**src/rtl/pc_unit_if.sv**
```systemverilog
// Fetch-side bundle for pc_unit: control/redirect inputs toward the PC generator
// and the registered PC request it issues back.
interface pc_unit_if #(
  parameter int XLEN  = 32,
  parameter int CNT_W = 32
);
  logic             fetch_ready;
  logic             taken_br;
  logic [XLEN-1:0]  br_tgt_pc;
  logic             trap;
  logic [XLEN-1:0]  trap_vec;
  logic             halt;
  logic [XLEN-1:0]  pc;
  logic             fetch_valid;
  logic             pc_misalign;
  logic [CNT_W-1:0] fetch_cnt;

  modport master (
    output fetch_ready, taken_br, br_tgt_pc, trap, trap_vec, halt,
    input  pc, fetch_valid, pc_misalign, fetch_cnt
  );

  modport slave (
    input  fetch_ready, taken_br, br_tgt_pc, trap, trap_vec, halt,
    output pc, fetch_valid, pc_misalign, fetch_cnt
  );
endinterface

```
**src/rtl/pc_unit.sv**
```systemverilog
// Program-counter generator: issues the current PC over a valid/ready handshake
// and advances or redirects it under trap, branch, stall and halt control.
module pc_unit #(
  parameter int               XLEN       = 32,
  parameter logic [XLEN-1:0]  RESET_VEC  = '0,
  parameter int               ALIGN_BITS = 2,
  parameter int               STEP       = 4,
  parameter int               CNT_W      = 32
) (
  input logic       clk,
  input logic       rst,
  pc_unit_if.slave  bus
);

  typedef enum logic [1:0] {BOOT, RUN, HALT} state_t;

  // Mask form keeps ALIGN_BITS=0 legal, where a [ALIGN_BITS-1:0] slice would not be.
  localparam logic [XLEN-1:0] LOW_MASK = (XLEN'(1) << ALIGN_BITS) - XLEN'(1);

  state_t           state_q, state_d;
  logic [XLEN-1:0]  pc_q, pc_d;
  logic             misalign_q, misalign_d;
  logic [CNT_W-1:0] cnt_q, cnt_d;
  logic             fetchValid;
  logic             accept;
  logic             redirect;

  always_ff @(posedge clk or posedge rst) begin
    if (rst) begin
      state_q    <= BOOT;
      pc_q       <= RESET_VEC;
      misalign_q <= 1'b0;
      cnt_q      <= '0;
    end else begin
      state_q    <= state_d;
      pc_q       <= pc_d;
      misalign_q <= misalign_d;
      cnt_q      <= cnt_d;
    end
  end

  always_comb begin
    state_d = state_q;
    unique case (state_q)
      BOOT:    state_d = RUN;
      RUN:     if (bus.halt && (accept || redirect)) state_d = HALT;
      HALT:    if (!bus.halt) state_d = RUN;
      default: state_d = BOOT;
    endcase
  end

  always_comb begin
    fetchValid = (state_q == RUN);
  end

  assign accept   = fetchValid & bus.fetch_ready;
  assign redirect = (state_q != BOOT) & (bus.trap | bus.taken_br);

  always_comb begin
    pc_d       = pc_q;
    misalign_d = 1'b0;
    cnt_d      = accept ? cnt_q + CNT_W'(1) : cnt_q;
    if (state_q != BOOT) begin
      if (bus.trap) begin
        pc_d = bus.trap_vec & ~LOW_MASK;
      end else if (bus.taken_br) begin
        pc_d       = bus.br_tgt_pc & ~LOW_MASK;
        misalign_d = |(bus.br_tgt_pc & LOW_MASK);
      end else if (accept) begin
        pc_d = pc_q + XLEN'(STEP);
      end
    end
  end

  assign bus.pc          = pc_q;
  assign bus.fetch_valid = fetchValid;
  assign bus.pc_misalign = misalign_q;
  assign bus.fetch_cnt   = cnt_q;

endmodule
```
**src/flat_wrapper.sv**
```systemverilog
// flat-port wrapper written by rule: the top's interface ports become plain ports
module pc_unit_flat 
#(
  parameter int               XLEN       = 32,
  parameter logic [XLEN-1:0]  RESET_VEC  = '0,
  parameter int               ALIGN_BITS = 2,
  parameter int               STEP       = 4,
  parameter int               CNT_W      = 32
)
  (clk, rst, bus_fetch_ready, bus_taken_br, bus_br_tgt_pc, bus_trap, bus_trap_vec, bus_halt, bus_pc, bus_fetch_valid, bus_pc_misalign, bus_fetch_cnt);
  pc_unit_if #(.XLEN(XLEN), .CNT_W(CNT_W)) bus_i ();
  input logic clk;
  input logic rst;
  input wire logic [$bits(bus_i.fetch_ready)-1:0] bus_fetch_ready;
  input wire logic [$bits(bus_i.taken_br)-1:0] bus_taken_br;
  input wire logic [$bits(bus_i.br_tgt_pc)-1:0] bus_br_tgt_pc;
  input wire logic [$bits(bus_i.trap)-1:0] bus_trap;
  input wire logic [$bits(bus_i.trap_vec)-1:0] bus_trap_vec;
  input wire logic [$bits(bus_i.halt)-1:0] bus_halt;
  output wire logic [$bits(bus_i.pc)-1:0] bus_pc;
  output wire logic [$bits(bus_i.fetch_valid)-1:0] bus_fetch_valid;
  output wire logic [$bits(bus_i.pc_misalign)-1:0] bus_pc_misalign;
  output wire logic [$bits(bus_i.fetch_cnt)-1:0] bus_fetch_cnt;
  assign bus_i.fetch_ready = bus_fetch_ready;
  assign bus_i.taken_br = bus_taken_br;
  assign bus_i.br_tgt_pc = bus_br_tgt_pc;
  assign bus_i.trap = bus_trap;
  assign bus_i.trap_vec = bus_trap_vec;
  assign bus_i.halt = bus_halt;
  assign bus_pc = bus_i.pc;
  assign bus_fetch_valid = bus_i.fetch_valid;
  assign bus_pc_misalign = bus_i.pc_misalign;
  assign bus_fetch_cnt = bus_i.fetch_cnt;
  pc_unit #(.XLEN(XLEN), .RESET_VEC(RESET_VEC), .ALIGN_BITS(ALIGN_BITS), .STEP(STEP), .CNT_W(CNT_W)) u_core (.clk(clk), .rst(rst), .bus(bus_i));
endmodule
```
**config.mk**
```make
export PLATFORM = sky130hd
export DESIGN_NAME = pc_unit_flat
export DESIGN_NICKNAME = d
export VERILOG_FILES = /design/src/rtl/pc_unit_if.sv /design/src/rtl/pc_unit.sv /design/src/flat_wrapper.sv
export SDC_FILE = /design/constraint.sdc
export NUM_CORES = 1
export LEC_CHECK = 0
export CAP_MARGIN = 20
export CORE_MARGIN = 8
export CORE_UTILIZATION = 45
export DETAILED_ROUTE_END_ITERATION = 8
export HOLD_SLACK_MARGIN = 0.06
export PLACE_DENSITY = 0.81
export SLEW_MARGIN = 20
export SYNTH_ARGS = -nofsm -noshare
export SYNTH_HDL_FRONTEND = slang
export SYNTH_SLANG_ARGS = --single-unit
```
**constraint.sdc**
```tcl
create_clock -name clk -period 6.23 [get_ports clk]
set_clock_uncertainty 0.05 [all_clocks]
set_input_delay 1.246 -clock clk [delete_from_list [all_inputs] [get_ports clk]]
set_output_delay 1.246 -clock clk [all_outputs]
set_load 0.01 [all_outputs]
```
==> qor.txt <==
status: completed
core box area: 0.00809 mm^2
first-pass GRT wire length: 17.6 mm
Crit path buffers/inverters: 2
register bit total from synthesis: 65
wire length per cell: 17.4 um
Syn Std Cell Area: 0.00370 mm^2
Crit Path Class: input port to flip-flop
WHS: 0.433 ns
Initial DRC Count: 220
Residual DRC: 0
Fin Setup TNS: 0 ns
gr usage total: 0.189
Tmin final: 3.42 ns
CTS Buffer Depth: 2
logic gate share of total power: 0.379
NumNets Final: 588
Worst path slowest cell: clkdlybuf4s50_1
number of synthesized flops with an enable pin: 0
largest net degree at the start of global routing: 66
num ports: 136
RSZ-0062 raised after global routing: false
CP startpoint kind: input port
NetSw: 0.684 mW
Synth Area per Inst: 9.38 um^2
Synth cell types: 59
Worst-Margin Slew: 1.10 ns
cts hold-fix bufs: 0
power share of the clock group: 0.221
Power Internal: 1.16 mW
Crit path max-delay family: buffers and inverters
Clock H-tree levels: 3
Clk Latency, worst-skew pair: 0.33 ns
most common cell after layout, fill and taps aside: clkdlybuf4s50_1
HPWL Detailed: 7.85 mm
final critical-path share of the clock period: 0.549
VDD IR max: 0.000163 V
Starting Density: 0.458
area leader, netlist: dfrtp_1
vias in the first global route: 3644
Seq/Total Area, Yosys: 0.439
Synth area leaders: dfrtp_1 44%, o21ai_0 6.2%, xnor2_1 5.4%, nand3_1 3.1%, a22oi_1 3.0%
TritonCTS Buffers: 9
Flop pwr share: 0.400
max-slew violation count: 0
area share of the leading cell type in the synthesized netlist: 0.439
P&R area growth vs syn: 42.8%
antenna violations before repair: 0
Worst slew margin: 0.259
dpl ws: 2.23 ns
PwrDens: 349 mW/mm^2
area of the die: 0.0114 mm^2
die height: 107 um
CTS clk-pin slew, worst paths: 0.08 ns
clk root buf: clkbuf_8
switching portion of total power: 0.370
Post-CTS Setup Bufs: 0
Critical Path, Cell by Cell: clkdlybuf4s50_1, or2_1, buf_4, o22a_1, o21ai_0, a22o_1
vias after detailed routing: 3615
total gr overflow: 0
CP Max Fanout: 40
final worst slack: 2.81 ns
warning count from the yosys run: 0
Routed WL: 10.9 mm
# rows: 33
Max Cap Viol: 0
Via density: 5.77
clock sink count: 65
# port buffers: 131
Leak Pwr: 2.13 nW
Required @ worst endpoint: 6.40 ns
Hold Crit Class: flip-flop to flip-flop
commonest cells after routing, fill and taps aside: 131 x clkdlybuf4s50_1, 65 x dfrtp_1, 46 x o21ai_0, 29 x nor2_1, 28 x nand2_1
DRT Pass-1 Iters: 5
final setup violation count: 0
die width: 107 um
PostCTS Resize Cnt: 0
post-route ant nets: 0
Max Fclk: 0.292 GHz
crit end category: flip-flop
asr flop ratio synth: 1.00
cells after synthesis: 395
Hold Vio Cnt, Final: 0
placer congestion estimate: 0.863
crit-path max cell delay: 0.80 ns
CTS tree: built
Worst EP arrival: 3.59 ns
ys flop type: dfrtp_1
layout cells sized above 1: 0.0691
diode count: 0
[layer usage]
metal	routed length, um	global-route usage	vias to the layer above	share of wire
li1	-	-	1723	-
met1	4600	0.230	1717	0.42
met2	5090	0.306	165	0.47
met3	1090	0.0648	10	0.10
met4	103	0.0623	0	0.0095
met5	0	0	-	0
[logic make-up after synthesis]
family	after synthesis	share of synthesized area
compound gates	125	0.220
xor+xnor	31	0.0733
fa+ha+maj	2	0.00675
buf+inv	32	0.0459
flops	65	0.439
mux	4	0.0111
other cells	1	0.00101
simple gates	135	0.203
[final cells by class]
type | instances | area [um^2]
Fill cell | 679 | 2800
Multi-Input combinational cell | 299 | 1920
Sequential cell | 65 | 1630
Timing Repair Buffer | 135 | 1360
Clock buffer | 10 | 138
Tap cell | 105 | 131
Clock inverter | 6 | 90.1
Inverter | 6 | 22.5
[worst paths after layout]
kind	start	end	slack, ns	depth (start not counted)
max	bus_taken_br	u_core.bus.pc[18]	2.81	6
min	u_core.bus.fetch_cnt[31]	u_core.bus.fetch_cnt[31]	0.43	1
max reg2reg	u_core.bus.pc[2]	u_core.bus.pc[30]	3.41	6
min reg2reg	u_core.bus.fetch_cnt[31]	u_core.bus.fetch_cnt[31]	0.43	1
max in group asynchronous	rst	u_core.bus.fetch_cnt[22]	4.16	3
min in group asynchronous	rst	u_core.bus.fetch_cnt[13]	1.41	3
[state kept, by name (all words and copies together) (netlist names)]
name	cells
u_core.bus.fetch_cnt	32
u_core.state_q	2
u_core.bus.pc	30
u_core.bus.pc_misalign	1
[Yosys cell counts (3+ instances only)]
library cell  number
a22oi_1           15
dfrtp_1           65
a22o_1             8
o31a_1             5
nor2_1            29
mux2i_1            3
clkbuf_1          10
nand4_2            3
nand2_1           28
buf_2              5
xor2_1             8
a221oi_1           5
nor3_1             3
buf_4              4
inv_1              6
nand4_1           12
o22ai_1            3
o21ai_0           46
buf_1              3
a21oi_1           15
and3_1             7
and4_1             9
xnor2_1           23
a31oi_1           12
and2_1             3
nor2b_1            3
nand3_1           23
[per-stage QoR]
step | instances | utilization | cell area [um^2] | power [mW]
floorplan | 396 | - | 3710 | 1.03
global placement | 609 | 0.622 | 5040 | 1.40
detailed placement | 609 | 0.622 | 5040 | 1.42
CTS | 625 | 0.650 | 5260 | 1.84
global route | 626 | 0.654 | 5290 | 1.96
finish | 626 | 0.654 | 5290 | 1.85
[power groups by stage]
stage                     Combinational [mW]  Sequential, mW  Clock (mW)
after detailed placement               0.686           0.738           0
after floorplan                        0.294           0.738           0
after global routing                   0.766           0.761       0.436
final                                  0.700           0.738       0.409
after CTS                              0.689           0.733       0.415
after global placement                 0.668           0.733           0
Note: power is estimated with default switching activity, not from simulation.
